File: src/rtl/calc_entry_pkg.sv
// Calculator key-entry shared definitions.
// Key codes, operation codes and entry states.
package calc_entry_pkg;

  localparam logic [4:0] KEY_ADD = 5'd10;
  localparam logic [4:0] KEY_SUB = 5'd11;
  localparam logic [4:0] KEY_MUL = 5'd12;
  localparam logic [4:0] KEY_DIV = 5'd13;
  localparam logic [4:0] KEY_POW = 5'd14;
  localparam logic [4:0] KEY_EQ  = 5'd15;
  localparam logic [4:0] KEY_CLR = 5'd16;
  localparam logic [4:0] KEY_NEG = 5'd17;

  localparam logic [2:0] OP_ADD = 3'd0;
  localparam logic [2:0] OP_SUB = 3'd1;
  localparam logic [2:0] OP_MUL = 3'd2;
  localparam logic [2:0] OP_DIV = 3'd3;
  localparam logic [2:0] OP_POW = 3'd4;

  typedef enum logic [1:0] {
    S_ENTER_A,
    S_ENTER_B,
    S_CALC,
    S_SHOW
  } state_t;

  function automatic logic [2:0] key_op(input logic [4:0] k);
    return 3'(k - KEY_ADD);
  endfunction

endpackage

File: src/rtl/calc_digit_acc.sv
// Sign/magnitude decimal operand accumulator.
// Counts digits and refuses new ones once full.
module calc_digit_acc #(
  parameter int NB = 64,
  parameter int MAX_DIGITS = 12,
  parameter int CW = $clog2(MAX_DIGITS + 1)
) (
  input  logic          clk,
  input  logic          rst_n,
  input  logic          clr,
  input  logic          load,
  input  logic [NB-1:0] load_val,
  input  logic [CW-1:0] load_cnt,
  input  logic          dig,
  input  logic [3:0]    d,
  input  logic          neg,
  output logic [NB-1:0] value,
  output logic          full,
  output logic          empty
);

  localparam logic [NB-1:0] TEN = NB'(10);

  logic          sgn;
  logic [NB-1:0] mag;
  logic [CW-1:0] cnt;

  always_ff @(posedge clk or negedge rst_n) begin
    if (!rst_n) begin
      sgn <= 1'b0;
      mag <= '0;
      cnt <= '0;
    end else if (clr) begin
      sgn <= 1'b0;
      mag <= '0;
      cnt <= '0;
    end else if (load) begin
      sgn <= load_val[NB-1];
      mag <= load_val[NB-1] ? -load_val : load_val;
      cnt <= load_cnt;
    end else if (dig && !full) begin
      mag <= mag * TEN + NB'(d);
      cnt <= cnt + CW'(1);
    end else if (neg) begin
      sgn <= ~sgn;
    end
  end

  assign value = sgn ? -mag : mag;
  assign full  = (cnt == CW'(MAX_DIGITS));
  assign empty = (cnt == '0);

endmodule

File: src/rtl/calc_entry.sv
// Keypad entry front end for an external calculator.
// Builds operands a/b, issues calc_req, latches the result.
import calc_entry_pkg::*;

module calc_entry #(
  parameter int NB = 64,
  parameter int MAX_DIGITS = 12
) (
  input  logic          clk,
  input  logic          rst_n,
  input  logic          key_valid,
  input  logic [4:0]    key_code,
  output logic          key_ready,
  output logic [NB-1:0] a,
  output logic [NB-1:0] b,
  output logic [2:0]    operand,
  output logic          calc_req,
  input  logic [NB-1:0] result,
  output logic [NB-1:0] disp_value,
  output logic          done,
  output logic          digit_ovf
);

  localparam int CW = $clog2(MAX_DIGITS + 1);

  state_t        state;
  logic [NB-1:0] disp_r;
  logic          take, k_dig, k_op, k_eq, k_clr, k_neg;
  logic          in_a, in_b, in_show;
  logic          a_full, a_empty, b_full, b_empty;
  logic          a_clr, a_load, a_dig, a_neg;
  logic          b_clr, b_dig, b_neg, ovf;
  logic [NB-1:0] a_ld_val;
  logic [CW-1:0] a_ld_cnt;

  assign key_ready = (state != S_CALC);
  assign take  = key_valid & key_ready;
  assign k_dig = take && (key_code <= 5'd9);
  assign k_op  = take && (key_code >= KEY_ADD) && (key_code <= KEY_POW);
  assign k_eq  = take && (key_code == KEY_EQ);
  assign k_clr = take && (key_code == KEY_CLR);
  assign k_neg = take && (key_code == KEY_NEG);
  assign in_a    = (state == S_ENTER_A);
  assign in_b    = (state == S_ENTER_B);
  assign in_show = (state == S_SHOW);

  // SHOW reloads a: a fresh digit, or the result for chaining/negation
  always_comb begin
    a_clr    = k_clr;
    a_dig    = k_dig & in_a;
    a_neg    = k_neg & in_a;
    a_load   = (k_dig | k_op | k_neg) & in_show;
    a_ld_val = disp_r;
    a_ld_cnt = CW'(MAX_DIGITS);
    if (k_dig) begin
      a_ld_val = NB'(key_code[3:0]);
      a_ld_cnt = CW'(1);
    end else if (k_neg) begin
      a_ld_val = -disp_r;
    end
    b_clr = k_clr | (k_op & in_a) | ((k_dig | k_op) & in_show);
    b_dig = k_dig & in_b;
    b_neg = k_neg & in_b;
    ovf   = (a_dig & a_full) | (b_dig & b_full);
  end

  calc_digit_acc #(.NB(NB), .MAX_DIGITS(MAX_DIGITS), .CW(CW)) u_acc_a (
    .clk(clk), .rst_n(rst_n),
    .clr(a_clr), .load(a_load),
    .load_val(a_ld_val), .load_cnt(a_ld_cnt),
    .dig(a_dig), .d(key_code[3:0]), .neg(a_neg),
    .value(a), .full(a_full), .empty(a_empty)
  );

  calc_digit_acc #(.NB(NB), .MAX_DIGITS(MAX_DIGITS), .CW(CW)) u_acc_b (
    .clk(clk), .rst_n(rst_n),
    .clr(b_clr), .load(1'b0),
    .load_val('0), .load_cnt('0),
    .dig(b_dig), .d(key_code[3:0]), .neg(b_neg),
    .value(b), .full(b_full), .empty(b_empty)
  );

  always_ff @(posedge clk or negedge rst_n) begin
    if (!rst_n) begin
      state     <= S_ENTER_A;
      operand   <= OP_ADD;
      disp_r    <= '0;
      calc_req  <= 1'b0;
      done      <= 1'b0;
      digit_ovf <= 1'b0;
    end else begin
      calc_req  <= 1'b0;
      done      <= 1'b0;
      digit_ovf <= ovf;
      if (state == S_CALC) begin
        disp_r <= result;
        state  <= S_SHOW;
        done   <= 1'b1;
      end else begin
        unique case (1'b1)
          k_clr: begin
            state   <= S_ENTER_A;
            operand <= OP_ADD;
            disp_r  <= '0;
          end
          k_op && (in_a || in_show): begin
            operand <= key_op(key_code);
            state   <= S_ENTER_B;
          end
          k_op && in_b && b_empty: begin
            operand <= key_op(key_code);
          end
          (k_dig || k_neg) && in_show: begin
            state <= S_ENTER_A;
          end
          k_eq && in_b && !b_empty: begin
            state    <= S_CALC;
            calc_req <= 1'b1;
          end
          default: ;
        endcase
      end
    end
  end

  always_comb begin
    unique case (state)
      S_ENTER_A: disp_value = a;
      S_SHOW:    disp_value = disp_r;
      default:   disp_value = b;
    endcase
  end

  // a_empty is only informative for a; entry rules key off b
  logic unused_ok;
  assign unused_ok = a_empty;

endmodule

File: config.mk
export PLATFORM = sky130hd
export DESIGN_NAME = calc_entry
export DESIGN_NICKNAME = d
export VERILOG_FILES = /design/src/rtl/calc_entry_pkg.sv /design/src/rtl/calc_digit_acc.sv /design/src/rtl/calc_entry.sv
export SDC_FILE = /design/constraint.sdc
export NUM_CORES = 1
export LEC_CHECK = 0
export ABC_AREA = 0
export CORE_MARGIN = 1.5
export CORE_UTILIZATION = 50
export CTS_CLUSTER_DIAMETER = 100
export CTS_CLUSTER_SIZE = 14
export DETAILED_ROUTE_END_ITERATION = 6
export PLACE_DENSITY = 0.71
export SYNTH_ARGS = -nofsm -noshare
export SYNTH_HDL_FRONTEND = slang
export SYNTH_SLANG_ARGS = --single-unit
File: constraint.sdc
create_clock -name clk -period 7.1 [get_ports clk]
set_clock_uncertainty 0.15 [all_clocks]
set_input_delay 1.42 -clock clk [delete_from_list [all_inputs] [get_ports clk]]
set_output_delay 1.42 -clock clk [all_outputs]
set_load 0.03 [all_outputs]
---- Word level (Yosys, flattened, before mapping) ----
Index checks and enable logic that the tools add are counted.
cells by class
  add/sub/neg operators ................... 9
  $mul .................................... 2
  div/mod/pow operators ................... 0
  $lt $le $gt $ge ......................... 3
  equal/unequal tests ..................... 11
  shifts and indexed selects .............. 0
  mux-type cells .......................... 32
  bitwise logic cells ..................... 18
  reduce and logical (&&, ||, !) cells .... 33
operator list
  cell                                                 count
  2-to-1 mux 64 bit                                    12
  negation 64 bit                                      4
  adder 64 x 4 -> 64 bit                               2
  multiplier 64 x 3 -> 63 bit, second input constant   2
  case mux 64 bit (2 select lines)                     1
  2-to-1 mux 4 bit                                     6
  logical AND 1 bit                                    14
  bitwise AND 1 bit                                    10
  equality test 5 bit, second input constant           2
  <= comparator 5 x 4 -> 1 bit, second input constant  2
  2-to-1 mux 1 bit                                     10
  adder 4 x 1 -> 4 bit, second input constant          2
  equality test 4 bit, second input constant           2
  nonzero test 2 bit                                   4
  case mux 2 bit (3 select lines)                      1
  case mux 3 bit (2 select lines)                      1
  AND reduction 2 bit                                  3
  nonzero test 3 bit                                   2
  equality test 5 x 4 -> 1 bit, second input constant  1
  >= comparator 5 x 4 -> 1 bit, second input constant  1
  OR 1 bit                                             5
  equality test 2 bit, second input constant           2
  zero test 4 bit                                      1
  inequality test 2 bit, second input constant         2
  10 further kinds                                     16
storage, ports and cells
  bits in registers ....................... 210
  latch bits .............................. 0
  bits in writable memories ............... 0
  memory bits (read-only) ................. 0
  memories kept ........................... 0

---- Longest topological paths before layout ----
Gate-level depths: netlist (run 1).
  word-level depth ........................ 9
  mapped depth ............................ 22
  depth with buffers taken out ............ 17

---- By module ----
From an unflattened synthesis (run 1), not the netlist that was laid out.
second synthesis, totals
  cells, all modules ...................... 4224
  area total of the unflattened synthesis .. 30994.7 um^2
modules (own cells, without submodules)
  module          times used  cells each  area each (um^2)
  calc_digit_acc  2           1637        12190.4
  calc_entry      1           950         6613.8

---- Worst setup path before layout (run 1) ----
OpenSTA, ideal clock, no wires.
  kind .................................... reg2out
  start ................................... register u_acc_a.mag[11]
  end ..................................... output port disp_value[58]
  data arrival time ....................... 5.147 ns
  required time ........................... 5.530 ns
  setup slack ............................. 0.383 ns
  cell stages (with the launch flop) ...... 14
  buffers on the path ..................... 1
  cell sequence ........................... dfrtp_1 or4_1 or2_4 or4_1 clkbuf_1 or2_2 or4_1 or3_1 or3_1 or4_1 o21ai_0 xnor2_1 a22oi_1 o21ai_0
on the way
  longest elaborated chain between the ends .. 3
ends and longest elaborated chain
  element                           line                  text
  start, declared                   calc_digit_acc.sv:25  logic [NB-1:0] mag;
  start signal, assigned            calc_digit_acc.sv:39  mag <= load_val[NB-1] ? -load_val : load_val;
  start signal, assigned            calc_digit_acc.sv:42  mag <= mag * TEN + NB'(d);
  negation 64 bit                   calc_digit_acc.sv:49  assign value = sgn ? -mag : mag;
  2-to-1 mux 64 bit                 calc_digit_acc.sv:49
  net a[58]                         calc_entry.sv:14      output logic [NB-1:0] a,
  case mux 64 bit (2 select lines)  calc_entry.sv:127     unique case (state)
  end, declared                     calc_entry.sv:19      output logic [NB-1:0] disp_value,
The timed path passes the listed nets, and every way through them passes these cells.

---- Final worst setup path (run 1) ----
  start ................................... register u_acc_b.mag[13]
  end ..................................... output port disp_value[45]
on the way
  longest elaborated chain between the ends .. 3
ends and longest elaborated chain
  element                           line
  start, declared                   calc_digit_acc.sv:25
  start signal, assigned            calc_digit_acc.sv:39
  start signal, assigned            calc_digit_acc.sv:42
  negation 64 bit                   calc_digit_acc.sv:49
  2-to-1 mux 64 bit                 calc_digit_acc.sv:49
  case mux 64 bit (2 select lines)  calc_entry.sv:127
No other way between the ends.

==> results of run 1 <==
[cells in the final DEF, fill, tap and decap left out, types with 76 or more instances in the layout]
cell	count
xor2_1	146
nand3_1	98
dfrtp_1	208
nand4_1	88
o21ai_0	342
a211oi_1	87
nor3_1	104
xnor2_1	277
nand2_1	512
o31ai_1	76
a21oi_1	260
a22oi_1	78
ha_1	255
clkdlybuf4s50_1	244
nor2_1	339
[worst reg2reg max path, delay by kind of cell, from the launching register on]
kind                       cells  cell delay [ps]
xor gates and xnor gates       1              230
buffers and inverters          1              180
adders and majority gates      2              680
AOI/OAI and AO/OA              7             2920
DFF                            1              410
and+or+nand+nor                4             1210
[through the flow]
step | instance area (sq um) | hold WS [ps] | setup TNS (ps) | setup WS (ps)
finish | 32700 | 362.5 | 0 | 106.4
global route | 32700 | 407.7 | -20.37 | -10.64
CTS | 32670 | 364.4 | 0 | 8.318
detailed placement | 32160 | 348.5 | 0 | 211.6
global placement | 32160 | 336.4 | 0 | 236.9
floorplan | 28840 | 335.9 | 0 | 383.3
[area by class of cell]
| cell class | instances | area (sq um) | share of cell area (%) |
|---|---|---|---|
| Tap cell | 756 | 945.9 | 2.893 |
| Multi-Input combinational cell | 3434 | 22610 | 69.13 |
| Inverter | 61 | 229.0 | 0.7002 |
| Clock inverter | 3 | 21.27 | 0.06505 |
| Antenna cell | 4 | 10.01 | 0.03061 |
| Sequential cell | 210 | 5258 | 16.08 |
| Timing Repair Buffer | 328 | 3147 | 9.623 |
| Clock buffer | 21 | 483.0 | 1.477 |
[final timing paths]
path,depth (start not counted),slack [ps],from,end
min,2,360,operand[1],operand[1]
max in group asynchronous,2,4890,rst_n,u_acc_b.mag[56]
min in group asynchronous,1,670,rst_n,disp_r[3]
max reg2reg,15,1160,u_acc_a.mag[2],u_acc_a.mag[62]
max,12,110,u_acc_b.mag[13],disp_value[45]
min reg2reg,2,360,operand[1],operand[1]
[Yosys cell counts, types with 12 or more instances]
cell | n | share of area (%)
a211oi_1 | 87 | 2.3
a21o_1 | 59 | 1.5
a21oi_1 | 260 | 4.5
a22oi_1 | 80 | 2.1
a311oi_1 | 12 | 0.36
a31oi_1 | 31 | 0.67
and2_1 | 21 | 0.46
and3_1 | 29 | 0.63
buf_1 | 23 | 0.30
clkbuf_1 | 204 | 2.7
dfrtp_1 | 210 | 18
ha_1 | 258 | 11
inv_1 | 60 | 0.78
mux2i_1 | 22 | 0.76
nand2_1 | 512 | 6.7
nand2b_1 | 28 | 0.61
nand3_1 | 99 | 1.7
nand4_1 | 88 | 1.9
nor2_1 | 341 | 4.4
nor2b_1 | 19 | 0.41
nor3_1 | 106 | 1.8
nor4_1 | 58 | 1.3
o2111ai_1 | 12 | 0.36
o211ai_1 | 37 | 0.96
o21a_1 | 27 | 0.70
o21ai_0 | 345 | 6.0
o21bai_1 | 15 | 0.39
o31a_1 | 13 | 0.39
o31ai_1 | 76 | 2.0
o41ai_1 | 25 | 0.76
or2_2 | 23 | 0.50
or3_1 | 66 | 1.4
or4_1 | 40 | 1.0
xnor2_1 | 278 | 8.4
xor2_1 | 146 | 4.4
[state kept, by name, indices dropped and copies added (netlist names)]
signal	count
u_acc_a.mag	64
u_acc_a.cnt	4
operand	3
calc_req	1
digit_ovf	1
u_acc_b.sgn	1
u_acc_a.sgn	1
done	1
u_acc_b.cnt	4
state	2
disp_r	64
u_acc_b.mag	64
[layer usage]
| metal | part of all wire [%] | vias to the layer above | track usage [%] |
|---|---|---|---|
| met5 | 0 | - | 0 |
| met2 | 44 | 1350 | 53.83 |
| met3 | 8.3 | 167 | 3.704 |
| met1 | 45 | 14810 | 49.99 |
| li1 | - | 14840 | - |
| met4 | 2.7 | 0 | 9.335 |
[cell families after synthesis]
| group | count (synthesis) | synth area share [%] |
|---|---|---|
| simple gates | 1504 | 25.29 |
| compound gates | 1214 | 27.22 |
| xor+xnor | 424 | 12.88 |
| flops | 210 | 18.22 |
| mux | 30 | 1.076 |
| buf+inv | 293 | 3.852 |
| fa+ha+maj | 262 | 11.47 |
[timing repair]
| item | 4_1_cts | 5_1_grt |
|---|---|---|
| resized for setup | 30 | 28 |
| cloned | 0 | 0 |
| pin swaps | 0 | 2 |
| endpoints found under the setup margin | 17 | 25 |
| hold endpoints to repair | 0 | 0 |
==> flow_metrics.tcl, run 1 <==
set metrics [dict create \
    cp_top_family "simple AND/OR/NAND/NOR gates" \
    grt_start_max_net_pins 131 \
    crit_path_top_delay_cell "clkdlybuf4s50_1" \
    syn_avg_cell_area_sq_um 7.326 \
    area_delta_synth_final_pct 13.37 \
    holdBufCountCts 0 \
    worst_ep_arrival_time_ps 5420 \
    drtIter0Drc 2925 \
    ioPinCount 271 \
    cts.path.max_buffers 3 \
    core_area_sq_um 56710 \
    viasPerCell 6.470 \
    crit_type "register to output pin" \
    finalNonFillerCells 4817 \
    synth_edf_count 0 \
    status "complete, but fails checks" \
    crit_fanout 8 \
    cts_made_buffers 19 \
    routabilityCongestion 1.013 \
    dp.cells 4789 \
    dp_hpwl_um 83350 \
    cts_tree "yes" \
    grt_pass1_wl_um 164300 \
    maxCapViolations 0 \
    drive_gt1_share_pct 4.461 \
    synth_cell_type_count 91 \
    path_cells "or4_1 > or3_1 > or4_1 > or3_1 > or2_2 > nor2_1 > nand3_1 > o21a_1 > xor2_1 > nand2_1 > o21ai_0 > clkdlybuf4s50_1" \
    nNetsFinal 4388 \
    cp.required_ps 5530 \
    firstDrtPassIters 7 \
    fp.dieArea_sq_um 59130 \
    postCtsSetupRepairBufs 0 \
    port_buffers 270 \
    row_count 87 \
    final-setup-viol-count 0 \
    ctsHtreeMaxLevel 1 \
    ys_warn_count 0 \
    grt_pass1_vias 28320 \
    cp-end-kind "output pin" \
    period_share_pct 98.50 \
    die_w_um 243.2 \
    wl_um 105400 \
    ys_seq_area_share_pct 18.22 \
    synthFlopType "dfrtp_1" \
    insertion_delay_ps 530 \
    clock-sinks 210 \
    fmax_mhz 143.0 \
    fillCellCount 5437 \
    synthArstFlopShare_pct 100.0 \
    final_core_util_pct 57.66 \
    grt.overflow.total 0 \
    antenna_left 0 \
    slew_headroom_pct 27.29 \
    drc_errors 3 \
    clkTransAtPathRegs_ps 70 \
    violations "DRC" \
    hp-class "register to register" \
    synth_nets 4271 \
    start_util_pct 50.85 \
    grt_use_total_pct 34.43 \
    cts-root-buf "clkbuf_16" \
    period_needed_ps 6994 \
    syn_inst 3937 \
    slew_viol_final 0 \
    drt-wirelength-per-cell_um 21.87 \
    antenna_found_initial 4 \
    hold_viol_final 0 \
    vias 31160 \
    worst_setup_path_start_kind "register" \
    tightest_slew_ps 1082 \
    max_stage_delay_ps 710 \
    synth_area_sq_um 28840 \
    crit_buf_inv 1 \
    die_h_um 243.2 \
    ys_ff_latch 210 \
]
Power of run 1 is not shown: default switching activity piles up to over one toggle a cycle in this logic, so the estimate is an artifact.
==> run 2: changes to the inputs <==
Settings changed: ABC_AREA 0 to 1, PLACE_DENSITY 0.71 to 0.7.
==> flow_metrics.tcl, run 2 <==
set metrics [dict create \
    fmax_mhz 146.9 \
    hold_depth 2 \
    final_cell_mix "nand2_1, inv_1, nor2_1" \
    top_regs "disp_r (64), u_acc_a.mag (64), u_acc_b.mag (64)" \
    crit_type "register to output pin" \
    slew_headroom_pct 24.85 \
    fin_hold_ws_ps 376.0 \
    ys_ff_latch 210 \
    postCtsSetupRepairBufs 0 \
    path_cells "nor2_1 > nand4_1 > nor2_1 > nand3_1 > nor3_2 > nand2_1 > nor2_2 > inv_1 > nor2_1 > nand3_1 > nand2_1 > xor2_1 > nand2_1 > a21oi_1 > clkdlybuf4s50_1" \
    area_delta_synth_final_pct 11.84 \
    viasPerCell 5.857 \
    synth_area_leaders "nand2_1, dfrtp_1, inv_1" \
    port_buffers 270 \
    synth_compound_area_share_pct 12.35 \
    setup_tns_ps 0 \
    synth_edf_count 0 \
    firstDrtPassIters 6 \
    syn_avg_cell_area_sq_um 5.484 \
    insertion_delay_ps 550 \
    cp.required_ps 5530 \
    synth_commonest_cells "nand2_1, inv_1, nor2_1" \
    maxCapViolations 0 \
    yosys.area_share.xor_xnor_pct 4.013 \
    drc_errors 0 \
    rsz0062_at_grt "no" \
    synth_top_family_by_area "simple AND/OR/NAND/NOR gates" \
    hp-start "u_acc_b.mag[61]" \
    drt-wirelength-per-cell_um 22.37 \
    reg2reg_to "u_acc_a.mag[63]" \
    max_stage_delay_ps 770 \
    crit_fanout 5 \
    antenna_found_initial 5 \
    vias 43620 \
    netlist.area_leader.share_pct 22.30 \
    fp.dieArea_sq_um 70810 \
    final_common_cell "nand2_1" \
    crit_path_top_delay_cell "clkdlybuf4s50_1" \
    period_share_pct 95.90 \
    drive_gt1_share_pct 3.147 \
    cts-root-buf "clkbuf_16" \
    slew_viol_final 0 \
    hold_viol_final 0 \
    core_area_sq_um 68590 \
    status "complete, no violations" \
    holdBufCountCts 0 \
    grt_start_max_net_pins 82 \
    tightest_slew_ps 1119 \
    cp_top_family "simple AND/OR/NAND/NOR gates" \
    synth_cell_type_count 61 \
    die_h_um 266.1 \
    syn_inst 6311 \
    clock-sinks 210 \
    grt.overflow.total 0 \
    drtIter0Drc 5386 \
    ioPinCount 271 \
    yosysTopAreaCell "nand2_1" \
    worst_setup_path_start_kind "register" \
    start_util_pct 50.46 \
    period_needed_ps 6809 \
    ys_seq_area_share_pct 15.18 \
    final_area_sq_um 38710 \
    worst_ep_arrival_time_ps 5240 \
    row_count 96 \
    final-setup-viol-count 0 \
    cts_resized 0 \
    crit_buf_inv 2 \
    grt_use_total_pct 46.06 \
    hp-class "register to register" \
    ctsHtreeMaxLevel 1 \
    nNetsFinal 6845 \
    rr_startpoint "state[0]" \
    die_w_um 266.1 \
    synthFlopType "dfrtp_1" \
    synthArstFlopShare_pct 100.0 \
    synth_area_sq_um 34610 \
    routabilityCongestion 1.130 \
    rrSetupSlack_ps 1970 \
    synth_mux_area_share_pct 0 \
    cts_tree "yes" \
    placed_area_sq_um 38160 \
    grt_pass1_vias 40870 \
    antenna_left 0 \
    clkTransAtPathRegs_ps 70 \
    cts_made_buffers 19 \
    synthSimpleGateAreaFrac_pct 46.80 \
    dp_hpwl_um 137600 \
    synthAdderAreaFrac_pct 9.558 \
    wl_um 166600 \
    grt_pass1_wl_um 245900 \
    worstRegToRegCells 21 \
    synth_nets 6645 \
    hold_path_end "u_acc_b.mag[61]" \
    cp-end-kind "output pin" \
    ys_warn_count 0 \
    cts.path.max_buffers 3 \
    synth.most_common_cell "nand2_1" \
]
==> run 2: cell types whose count changed after synthesis, moves of 66 or more <==
cell	before	now
nand2_1	512	2056
inv_1	60	946
nand3_1	99	611
nor2_1	341	781
xnor2_1	278	21
clkbuf_1	204	69
a211oi_1	87	0
or3_1	66	0
==> run 2: logic make-up (layout without fill, tap and decap cells) <==
kind of cell / count (synthesis) / count (layout)
buffers and inverters: 1084 / 1288
AND/OR/NAND/NOR: 3828 / 3828
flip-flops: 210 / 210
adder cells (fa/ha/maj): 262 / 262
other: 0 / 1
XOR/XNOR: 156 / 156
AO/OA/AOI/OAI: 771 / 771
==> run 2: metal layers <==
metal | vias to the layer above | part of all wire (%) | track usage (%)
li1 | 20680 | - | -
met1 | 19740 | 37 | 53.54
met2 | 2530 | 44 | 74.93
met3 | 661 | 9.0 | 7.237
met4 | 6 | 9.8 | 37.75
met5 | - | 0.070 | 0.9702
==> run 2: final cells by class <==
cell class,instances,area [sq um]
antenna,1,2.502
clock buffer,21,493.0
clock inverter,4,51.30
fill,7374,29880
inverter,963,3615
multi-input combinational,5017,25190
sequential,210,5256
tap,931,1165
timing repair buffer,300,2933
==> run 2: worst min-delay path, cell delays in order (launching register included) <==
cell	delay, ps
dfrtp_1	380
nand2_1	60
nand2_1	60
==> run 2: worst max-delay path by stage <==
stage / from / end / slack, ps / cells after the start
4_1_cts: u_acc_a.mag[3] / disp_value[33] / 590 / 15
3_3_place_gp: u_acc_b.mag[0] / disp_value[40] / 1170 / 14
6_report: u_acc_a.mag[3] / disp_value[33] / 290 / 15
3_5_place_dp: u_acc_a.mag[4] / disp_value[33] / 1210 / 15
2_1_floorplan: u_acc_a.mag[3] / disp_value[45] / 2450 / 13
5_1_grt: u_acc_a.mag[3] / disp_value[41] / 240 / 16
==> run 2: per-stage QoR <==
stage	setup WS [ps]	std cells	utilization, %
after floorplan	2450	6311	-
after global placement	1172	7421	55.64
after detailed placement	1209	7421	55.64
after CTS	591.5	7446	56.43
after global routing	235.4	7447	56.44
final	290.9	7447	56.44
Power of run 2 is left out for the same reason.
